==> src/rtl/serial_sub.sv <==
// Bit-serial unsigned subtractor: one full-subtract bit per clock, LSB first,
// publishing a parallel difference and final borrow through start/busy/done.
module serial_sub #(
  parameter int WIDTH = 8
) (
  input  logic             clk,
  input  logic             rst,
  input  logic             start,
  input  logic [WIDTH-1:0] a,
  input  logic [WIDTH-1:0] b,
  output logic             busy,
  output logic             done,
  output logic [WIDTH-1:0] diff,
  output logic             borrow,
  output logic [1:0]       state_dbg
);

  localparam int CW = (WIDTH > 1) ? $clog2(WIDTH) : 1;

  typedef enum logic [1:0] {
    IDLE  = 2'd0,
    SHIFT = 2'd1,
    DONE  = 2'd2
  } state_t;

  state_t           state;
  logic [WIDTH-1:0] sa;
  logic [WIDTH-1:0] sb;
  logic [WIDTH-1:0] sd;
  logic             br;
  logic [CW-1:0]    cnt;

  logic ai;
  logic bi;
  logic d;
  logic bout;
  logic last;

  assign ai   = sa[0];
  assign bi   = sb[0];
  assign d    = ai ^ bi ^ br;
  assign bout = (~ai & bi) | (~(ai ^ bi) & br);
  assign last = (cnt == CW'(WIDTH - 1));

  // Handshake: start is taken only on an edge seen in IDLE (no queueing);
  // busy is high for the WIDTH shift cycles, then done pulses for one cycle
  // while diff/borrow carry the new result, which they hold until the next one.
  assign busy      = (state == SHIFT);
  assign done      = (state == DONE);
  assign state_dbg = state;

  always_ff @(posedge clk or posedge rst) begin
    if (rst) begin
      state  <= IDLE;
      sa     <= '0;
      sb     <= '0;
      sd     <= '0;
      br     <= 1'b0;
      cnt    <= '0;
      diff   <= '0;
      borrow <= 1'b0;
    end else begin
      case (state)
        IDLE: begin
          if (start) begin
            sa    <= a;
            sb    <= b;
            sd    <= '0;
            br    <= 1'b0;
            cnt   <= '0;
            state <= SHIFT;
          end
        end
        SHIFT: begin
          sa <= sa >> 1;
          sb <= sb >> 1;
          sd <= {d, sd[WIDTH-1:1]};
          br <= bout;
          if (last) begin
            // Publish including the bit produced in this final cycle.
            diff   <= {d, sd[WIDTH-1:1]};
            borrow <= bout;
            state  <= DONE;
          end else begin
            cnt <= cnt + CW'(1);
          end
        end
        DONE: begin
          state <= IDLE;
        end
        default: begin
          state <= IDLE;
        end
      endcase
    end
  end

endmodule
==> config.mk <==
export PLATFORM = sky130hd
export DESIGN_NAME = serial_sub
export DESIGN_NICKNAME = d
export VERILOG_FILES = /design/src/rtl/serial_sub.sv
export SDC_FILE = /design/constraint.sdc
export NUM_CORES = 1
export LEC_CHECK = 0
export CAP_MARGIN = 30
export CELL_PAD_IN_SITES_DETAIL_PLACEMENT = 1
export CELL_PAD_IN_SITES_GLOBAL_PLACEMENT = 2
export CORE_UTILIZATION = 34
export DETAILED_ROUTE_END_ITERATION = 8
export PLACE_DENSITY = 0.86
export SLEW_MARGIN = 5
export SYNTH_ARGS = -nofsm -noshare
export SYNTH_HDL_FRONTEND = slang
export SYNTH_SLANG_ARGS = --single-unit
export TNS_END_PERCENT = 20
==> constraint.sdc <==
create_clock -name clk -period 1.74 [get_ports clk]
set_input_delay 0.261 -clock clk [delete_from_list [all_inputs] [get_ports clk]]
set_output_delay 0.261 -clock clk [all_outputs]
set_load 0.005 [all_outputs]
* Word level (Yosys, flattened, before mapping)
Index checks and enable logic that the tools add are counted.
** Storage, ports and cells
- Bits in registers :: 39
- Bits in latches :: 0
- Bits in writable memories :: 0
- ROM bits :: 0
- Bits of input ports :: 19
- Logic and storage cells :: 42
- Memories kept :: 0
** Cells by class
- Add/sub/neg operators :: 1
- Multiply operators :: 0
- Div/mod/pow operators :: 0
- $lt $le $gt $ge :: 0
- Equal/unequal tests :: 6
- Shift operators :: 0
- Mux-type cells :: 14
- Bitwise gates (word level) :: 7
- Reduce and logical (&&, ||, !) cells :: 6
** Operators by type and width (count)
- case mux 8 bit (2 select lines) :: 3
- two-way mux 8 bit :: 3
- two-way mux 3 bit :: 2
- case mux 3 bit (2 select lines) :: 1
- AND reduction 2 bit :: 3
- two-way mux 2 bit :: 2
- != test 2 bit, second input constant :: 2
- case mux 2 bit (2 select lines) :: 1
- adder 3 x 1 -> 3 bit, second input constant :: 1
- equality test 3 bit, second input constant :: 1
- AND reduction 3 bit :: 1
- bitwise AND 1 bit :: 2
- equality test 2 x 1 -> 1 bit, second input constant :: 1
- equality test 2 bit, second input constant :: 1
- zero test 2 bit :: 1
- != test 2 x 1 -> 1 bit, second input constant :: 1
- NOT 1 bit :: 2
- case mux 1 bit (2 select lines) :: 1
- nonzero test 2 bit :: 1
- bitwise XOR 1 bit :: 2
- two-way mux 1 bit :: 1
- bitwise OR 1 bit :: 1

* Logic depth before layout (Yosys ltp)
Gate-level depths: netlist of the first run.
- Depth in word-level cells :: 5
- Mapped depth :: 5
- Depth with buffers taken out :: 4

* Worst setup path after synthesis of the first run
OpenSTA, ideal clock, no wires.
- Kind :: reg2reg
- From :: register cnt[0]
- To :: register borrow
- Data arrival time :: 1.371 ns
- Required time :: 1.615 ns
- Path slack :: 0.244 ns
- Cell stages (with the launch flop) :: 6
- Buffers on the path :: 1
- Period minus slack after synthesis :: 1.496 ns
- Cells stage by stage :: dfrtp_1 > ha_1 > ha_1 > nand3b_2 > buf_6 > mux2_4
** On the way
- Cells in the longest elaborated chain, start to end :: 2
** Ends and longest elaborated chain
- start: declaration :: RTL line 31 : logic [CW-1:0] cnt;
- start signal: assignment :: RTL line 85 : cnt <= cnt + CW'(1);
- equality test 3 bit :: RTL line 43 : assign last = (cnt == CW'(WIDTH - 1));
- AND reduction 2 bit (no line)
- end signal: assignment :: RTL line 82 : borrow <= bout;
- end: declaration :: RTL line 14 : output logic borrow,
Every way passes these cells.
A chain may end at the register's enable or synchronous reset.

* Worst setup path after layout of the first run
- From :: register state[0] (netlist: state_dbg[0])
- To :: output done
** On the way
- Cells in the longest elaborated chain, start to end :: 1
** Ends and longest elaborated chain
- start: declaration :: RTL line 26 : state_t state;
- start signal: assignment :: RTL line 54 : state <= IDLE;
- start signal: assignment :: RTL line 71 : state <= SHIFT;
- start signal: assignment :: RTL line 83 : state <= DONE;
- equality test 2 bit :: RTL line 49 : assign done = (state == DONE);
- end: declaration :: RTL line 12 : output logic done,
Every way passes these cells.

==> flow_summary_export.csv, run 1 <==
group,metric,value,unit
status,status,"finished, final reports clean",
cts,cts_tree,"done",
timing,setup-violations-final,0,
cts,cts_made_buffers,5,
worst_setup_path,crit_buf_inv,1,
drt,drtAntennaViolNets,0,
drt,drc_errors,0,
drt,drtIter0Drc,59,
global_route,grt_pass1_vias,1316,
die,fp.dieW,75.0,um
cts,path_clk_slew,0.07,ns
cells_and_area,fin_util,0.461,
drt,avgViaCountPerCell,5.22,
timing,fin_skew,0.00722,ns
timing,fmax,603,MHz
placement,placed_cell_area,2170,sq um
timing,tightestPinTransition,0.674,ns
worst_setup_path,path_cells,"nor2b_4 > clkdlybuf4s50_1",
pwr,p_leak,1.10,nW
cells_and_area,diodes,0,
placement,port_buffers,31,
worst_setup_path,worstPathRequired,1.48,ns
drt,routed-via-count,1320,
timing,drv_slew,0,
global_route,grt_use_total,0.162,
die,die_h,75.0,um
cells_and_area,postLayoutCellArea,2350,sq um
global_route,grt_pass1_wl,6.62,mm
placement,hpwlAfterDp,2.76,mm
placement,gp_congestion,0.746,
worst_setup_path,crit_arrival,1.40,ns
timing,min_period,1.66,ns
pwr,power_density,1740,nW/um^2
worst_setup_path,path_class,"flip-flop to output port",
cells_and_area,finalNonFillerCells,253,
synth,synth_nets,171,
worst_setup_path,cp_max_fo,7,
die,core_area,5110,sq um
placement,dp_slack,0.00979,ns
drt,dr.pass1.iters,4,
worst_setup_path,cp-end-kind,"output port",
drt,wl_per_cell,16.2,um
cts,root_buffer,"clkbuf_8",
drt,wl,4.10,mm
cells_and_area,drive_gt1_frac,0.175,
global_route,antenna_found_initial,0,
cells_and_area,fin_nets,204,
synth,synth_seq_area_share,0.524,
cts,htree_num_levels,2,
timing,relSlewSlack,0.549,
synth,ys_ff_latch,38,
cts,cts_sinks,38,
job,max-cap-violations,0,
die,core.rowCount,26,
worst_setup_path,crit_path_max_incr_delay,0.50,ns
die,start_util,0.355,
synth,yosysWarningCount,0,
worst_setup_path,cp_top_family,"buffers and inverters",
worst_setup_path,start_kind,"flip-flop",
die,die-area,5630,sq um
timing,hold_viol_final,0,
worst_setup_path,reg2reg_setup_slack,0.11,ns
timing,setup_slack,0.0810,ns
synth,syn_inst,149,
worst_setup_path,crit_slowest_cell,"clkdlybuf4s50_1",
timing,post-route-period-util,0.953,
timing,rsz0062_at_grt,"false",
cts,insertion_delay,0.29,ns
cells_and_area,area_growth,29.9,%
timing,whs,0.401,ns
synth,avgSynthCellArea,12.2,sq um
pwr,power.total,4.10,mW
global_route,grt-ovfl-total,0,
synth,synth.distinct_cells,22,
synth,netlist_area,1810,sq um
timing,setup-tns-final,0,ns
die,io_pins,32,
min_path,hold_path_class,"input pin to async pin",
global_route,grt_max_degree,39,
cts,cts_buffer_depth,2,
pwr,peakVddDrop,0.000523,V
placement,dp.cells,244,
-- where the power goes --
group | total [mW] | switching [mW] | internal [mW]
Combinational | 1.60 | 0.692 | 0.912
Sequential | 1.57 | 0.277 | 1.29
Clock | 0.924 | 0.313 | 0.612
-- cells in the mapped netlist --
cell / number / area (sq um)
a221oi_1: 13 / 114
o21bai_4: 1 / 18.8
fa_1: 1 / 20.0
nor4b_1: 14 / 123
nand2b_1: 2 / 12.5
nor2b_1: 3 / 18.8
nand3b_2: 1 / 11.3
a32o_1: 2 / 20.0
buf_6: 5 / 56.3
nor4bb_1: 2 / 20.0
a21oi_1: 1 / 5.00
nor2_1: 14 / 52.6
a211o_1: 3 / 26.3
buf_2: 6 / 30.0
inv_1: 18 / 67.6
clkbuf_1: 2 / 7.51
a222oi_1: 1 / 10.0
dfrtp_1: 38 / 951
and3_1: 3 / 18.8
ha_1: 2 / 25.0
mux2_4: 9 / 135
a22o_1: 8 / 70.1
-- timing repair --
| action | 4_1_cts | 5_1_grt |
|---|---|---|
| setup buffers | 0 | 1 |
| endpoints found under the setup margin | 11 | 3 |
| resized for setup | 3 | 6 |
| hold buffers | 0 | 0 |
-- routing by layer --
metal / GRT usage / up-vias / share of wire
met4: 0.0314 / 0 / 0.0076
met1: 0.202 / 671 / 0.44
met2: 0.280 / 41 / 0.51
met3: 0.0482 / 4 / 0.044
li1: - / 604 / -
met5: 0 / - / 0
-- worst register-to-register path: cells and delay by family (launching register included) --
family        cells  cell delay [ns]
fa+ha+maj         2             0.52
flops             1             0.39
mux               1             0.36
simple gates      1             0.24
-- state kept, by name, summed over array words and instances (netlist names) --
name       cells
sd             7
diff           8
state_dbg      2
borrow         1
sb             8
br             1
cnt            3
sa             8
-- cell usage in the layout, fill, tap and decap left out, drive strengths merged --
master / n
nor4b: 14
nor4bb: 2
nand2b: 2
dlymetal6s2s: 1
mux2: 9
clkdlybuf4s50: 30
fa: 1
buf: 8
nand3b: 1
bufinv: 2
dfrtp: 38
and3: 3
a22o: 8
a211o: 3
inv: 18
a222oi: 1
ha: 2
clkbuf: 6
a32o: 2
a221oi: 13
o21bai: 1
a21oi: 1
nor2b: 3
nor2: 14
-- kinds of logic after synthesis --
family	synth area share
AOI/OAI and AO/OA	0.146
adders and majority gates	0.0248
buffers and inverters	0.0890
DFF	0.524
muxes	0.0745
and+or+nand+nor	0.141
-- path summary, 6_finish.rpt --
check	from	endpoint	depth (start not counted)
min in group clk	sa[7]$_DFFE_PP0P_	sa[7]$_DFFE_PP0P_	1
setup reg to reg	cnt[0]$_DFFE_PP0P_	diff[2]$_DFFE_PP0P_	4
max in group asynchronous	rst	state_dbg[1]$_DFFE_PP0P_	3
hold reg to reg	sa[7]$_DFFE_PP0P_	sa[7]$_DFFE_PP0P_	1
hold / removal	rst	cnt[2]$_DFFE_PP0P_	3
setup / recovery	state_dbg[0]$_DFFE_PP0P_	done	2
-- final cells by class --
cell class | instances | area (sq um)
sequential | 38 | 953
clock buffer | 6 | 82.6
fill | 571 | 2750
clock inverter | 2 | 60.1
tap | 70 | 87.6
inverter | 18 | 67.6
timing repair buffer | 39 | 373
multi-input combinational | 80 | 731
Power figures use the tool's default switching activity.
==> run 2: changes to the inputs <==
CORE_ASPECT_RATIO = 0.7   (was default)
==> run 2 against run 1 <==
  * First-iteration DRC count is 42% higher
  * Worst hold slack lost 0.011 ns
  * Final cell count is the same
  * Worst setup slack worse by 0.031 ns
  * Non-clock buffer count rose by 1
  * Core utilization increased by 0.45 points
  * Sequential power about the same
  * Largest cell class unchanged
  * Highest routed layer unchanged
==> flow_summary_export.csv, run 2 (synthesis gave the netlist of run 1 again) <==
group,metric,value,unit
status,status,"finished, final reports clean",
cells_and_area,drive_gt1_frac,0.174,
worst_setup_path,cp-end-kind,"output port",
global_route,grt_use_total,0.174,
drt,route.met3.wl,126,um
die,io_pins,32,
timing,tightestPinTransition,0.664,ns
drt,wl,4.20,mm
timing,hold_viol_final,0,
cells_and_area,diodes,0,
cts,htree_num_levels,2,
worst_setup_path,reg2reg_setup_slack,0.10,ns
cells_and_area,postLayoutCellArea,2300,sq um
worst_setup_path,start_kind,"flip-flop",
cells_and_area,nFillCells,555,
cells_and_area,finalNonFillerCells,253,
cts,cts_made_buffers,5,
global_route,grt_max_degree,39,
global_route,grt_pass1_wl,7.39,mm
cells_and_area,multi_input_area,719,sq um
pwr,peakVddDrop,0.000420,V
worst_setup_path,crit_arrival,1.43,ns
die,core_area,4940,sq um
drt,drc_errors,0,
drt,avgViaCountPerCell,5.21,
cts,cts_buffer_depth,2,
pwr,power_frac_comb,0.422,
placement,dp_slack,0.00188,ns
drt,met2_length,1.98,mm
timing,relSlewSlack,0.556,
drt,drtAntennaViolNets,0,
min_path,hold_path_class,"input pin to async pin",
cts,path_clk_slew,0.08,ns
placement,gp_congestion,0.714,
worst_setup_path,worstPathRequired,1.48,ns
cells_and_area,fin_util,0.466,
placement,hpwlAfterDp,2.74,mm
placement,port_buffers,31,
cts,cts_sinks,38,
pwr,sequentialPowerShare,0.409,
timing,fmax,592,MHz
cells_and_area,mostFrequentLayoutCells,"36 x dfrtp_1, 31 x clkdlybuf4s50_1, 18 x inv_1",
worst_setup_path,timing.rr.end,"diff[6]$_DFFE_PP0P_",
cts,cts_tree,"done",
pwr,intPower,2.54,mW
timing,drv_slew,0,
die,start_util,0.367,
timing,min_period,1.69,ns
global_route,antenna_found_initial,0,
cells_and_area,biggestRegsByFlops,"diff x8, sa x8, sb x8",
pwr,switching_power,1.30,mW
cells_and_area,seq_area,953,sq um
timing,fin_skew,0.00261,ns
die,die-area,5630,sq um
cells_and_area,area_growth,26.8,%
worst_setup_path,path_class,"flip-flop to output port",
drt,dr.pass1.iters,4,
timing,whs,0.390,ns
cts,root_buffer,"clkbuf_8",
cells_and_area,fin_nets,205,
drt,top_layer,"met4",
die,core.rowCount,21,
drt,drtIter0Drc,84,
drt,m1WireLength,2.05,mm
worst_setup_path,r2r_cells,4,
pwr,p_leak,1.07,nW
placement,dp.cells,244,
cts,postCtsHoldBufs,0,
pwr,swShare,0.339,
timing,post-route-period-util,0.971,
job,max-cap-violations,0,
timing,setup-tns-final,0,ns
cells_and_area,layout_commonest_cell,"dfrtp_1",
pwr,power_frac_clock,0.168,
drt,routed-via-count,1318,
worst_setup_path,r2r_start,"cnt[0]$_DFFE_PP0P_",
timing,setup_slack,0.0500,ns
timing,rsz0062_at_grt,"true",
die,die_h,63.1,um
global_route,grt_pass1_vias,1475,
pwr,power.total,3.84,mW
drt,wl_per_cell,16.6,um
worst_setup_path,cp_max_fo,5,
global_route,grt-ovfl-total,0,
pwr,power_density,1670,nW/um^2
timing,setup-violations-final,0,
placement,placed_cell_area,2180,sq um
die,fp.dieW,89.3,um
cts,insertion_delay,0.29,ns
-- run 2: layer usage --
layer,vias up,track usage
li1,607,-
met1,683,0.243
met2,23,0.266
met3,5,0.0406
met4,0,0.0595
met5,-,0
-- run 2: how the worst max path moves through the flow --
stage | end | depth (start not counted) | slack [ns] | start
6_report | done | 2 | 0.05 | state_dbg[1]$_DFFE_PP0P_
5_1_grt | done | 2 | -0.01 | state_dbg[1]$_DFFE_PP0P_
4_1_cts | done | 2 | 0.007 | state_dbg[0]$_DFFE_PP0P_
3_5_place_dp | diff[4]$_DFFE_PP0P_ | 4 | 0.002 | cnt[0]$_DFFE_PP0P_
3_3_place_gp | borrow$_DFFE_PP0P_ | 4 | 0.08 | cnt[0]$_DFFE_PP0P_
2_1_floorplan | borrow$_DFFE_PP0P_ | 5 | 0.24 | cnt[0]$_DFFE_PP0P_
-- run 2: critical path, stage by stage, from the launching register on --
cell	delay (ns)
dfrtp_2	0.45
nor2b_2	0.18
clkdlybuf4s50_1	0.51
-- run 2: cell type report --
| cell class | count | area share |
|---|---|---|
| Sequential cell | 38 | 0.415 |
| Clock inverter | 2 | 0.00544 |
| Timing Repair Buffer | 40 | 0.164 |
| Tap cell | 69 | 0.0375 |
| Clock buffer | 6 | 0.0359 |
| Multi-Input combinational cell | 80 | 0.313 |
| Inverter | 18 | 0.0294 |
-- run 2: repair_timing --
item                       4_1_cts  5_1_grt
buffers inserted                 1        0
resized for setup                4        2
setup endpoints to repair       11        2
pin swaps                        0        0
-- run 2: power groups by stage --
| stage | combinational (mW) | sequential (mW) | clock, mW |
|---|---|---|---|
| finish | 1.62 | 1.57 | 0.646 |
| global route | 1.81 | 1.63 | 0.692 |
| CTS | 1.63 | 1.57 | 0.659 |
| detailed placement | 1.58 | 1.59 | 0 |
| global placement | 1.50 | 1.55 | 0 |
| floorplan | 1.09 | 1.51 | 0 |
==> run 3: changes to the inputs <==
SLEW_MARGIN = 0   (was 5)
==> results of run 3 <==
No change in the layout: final DEF, timing and power equal those of run 2.
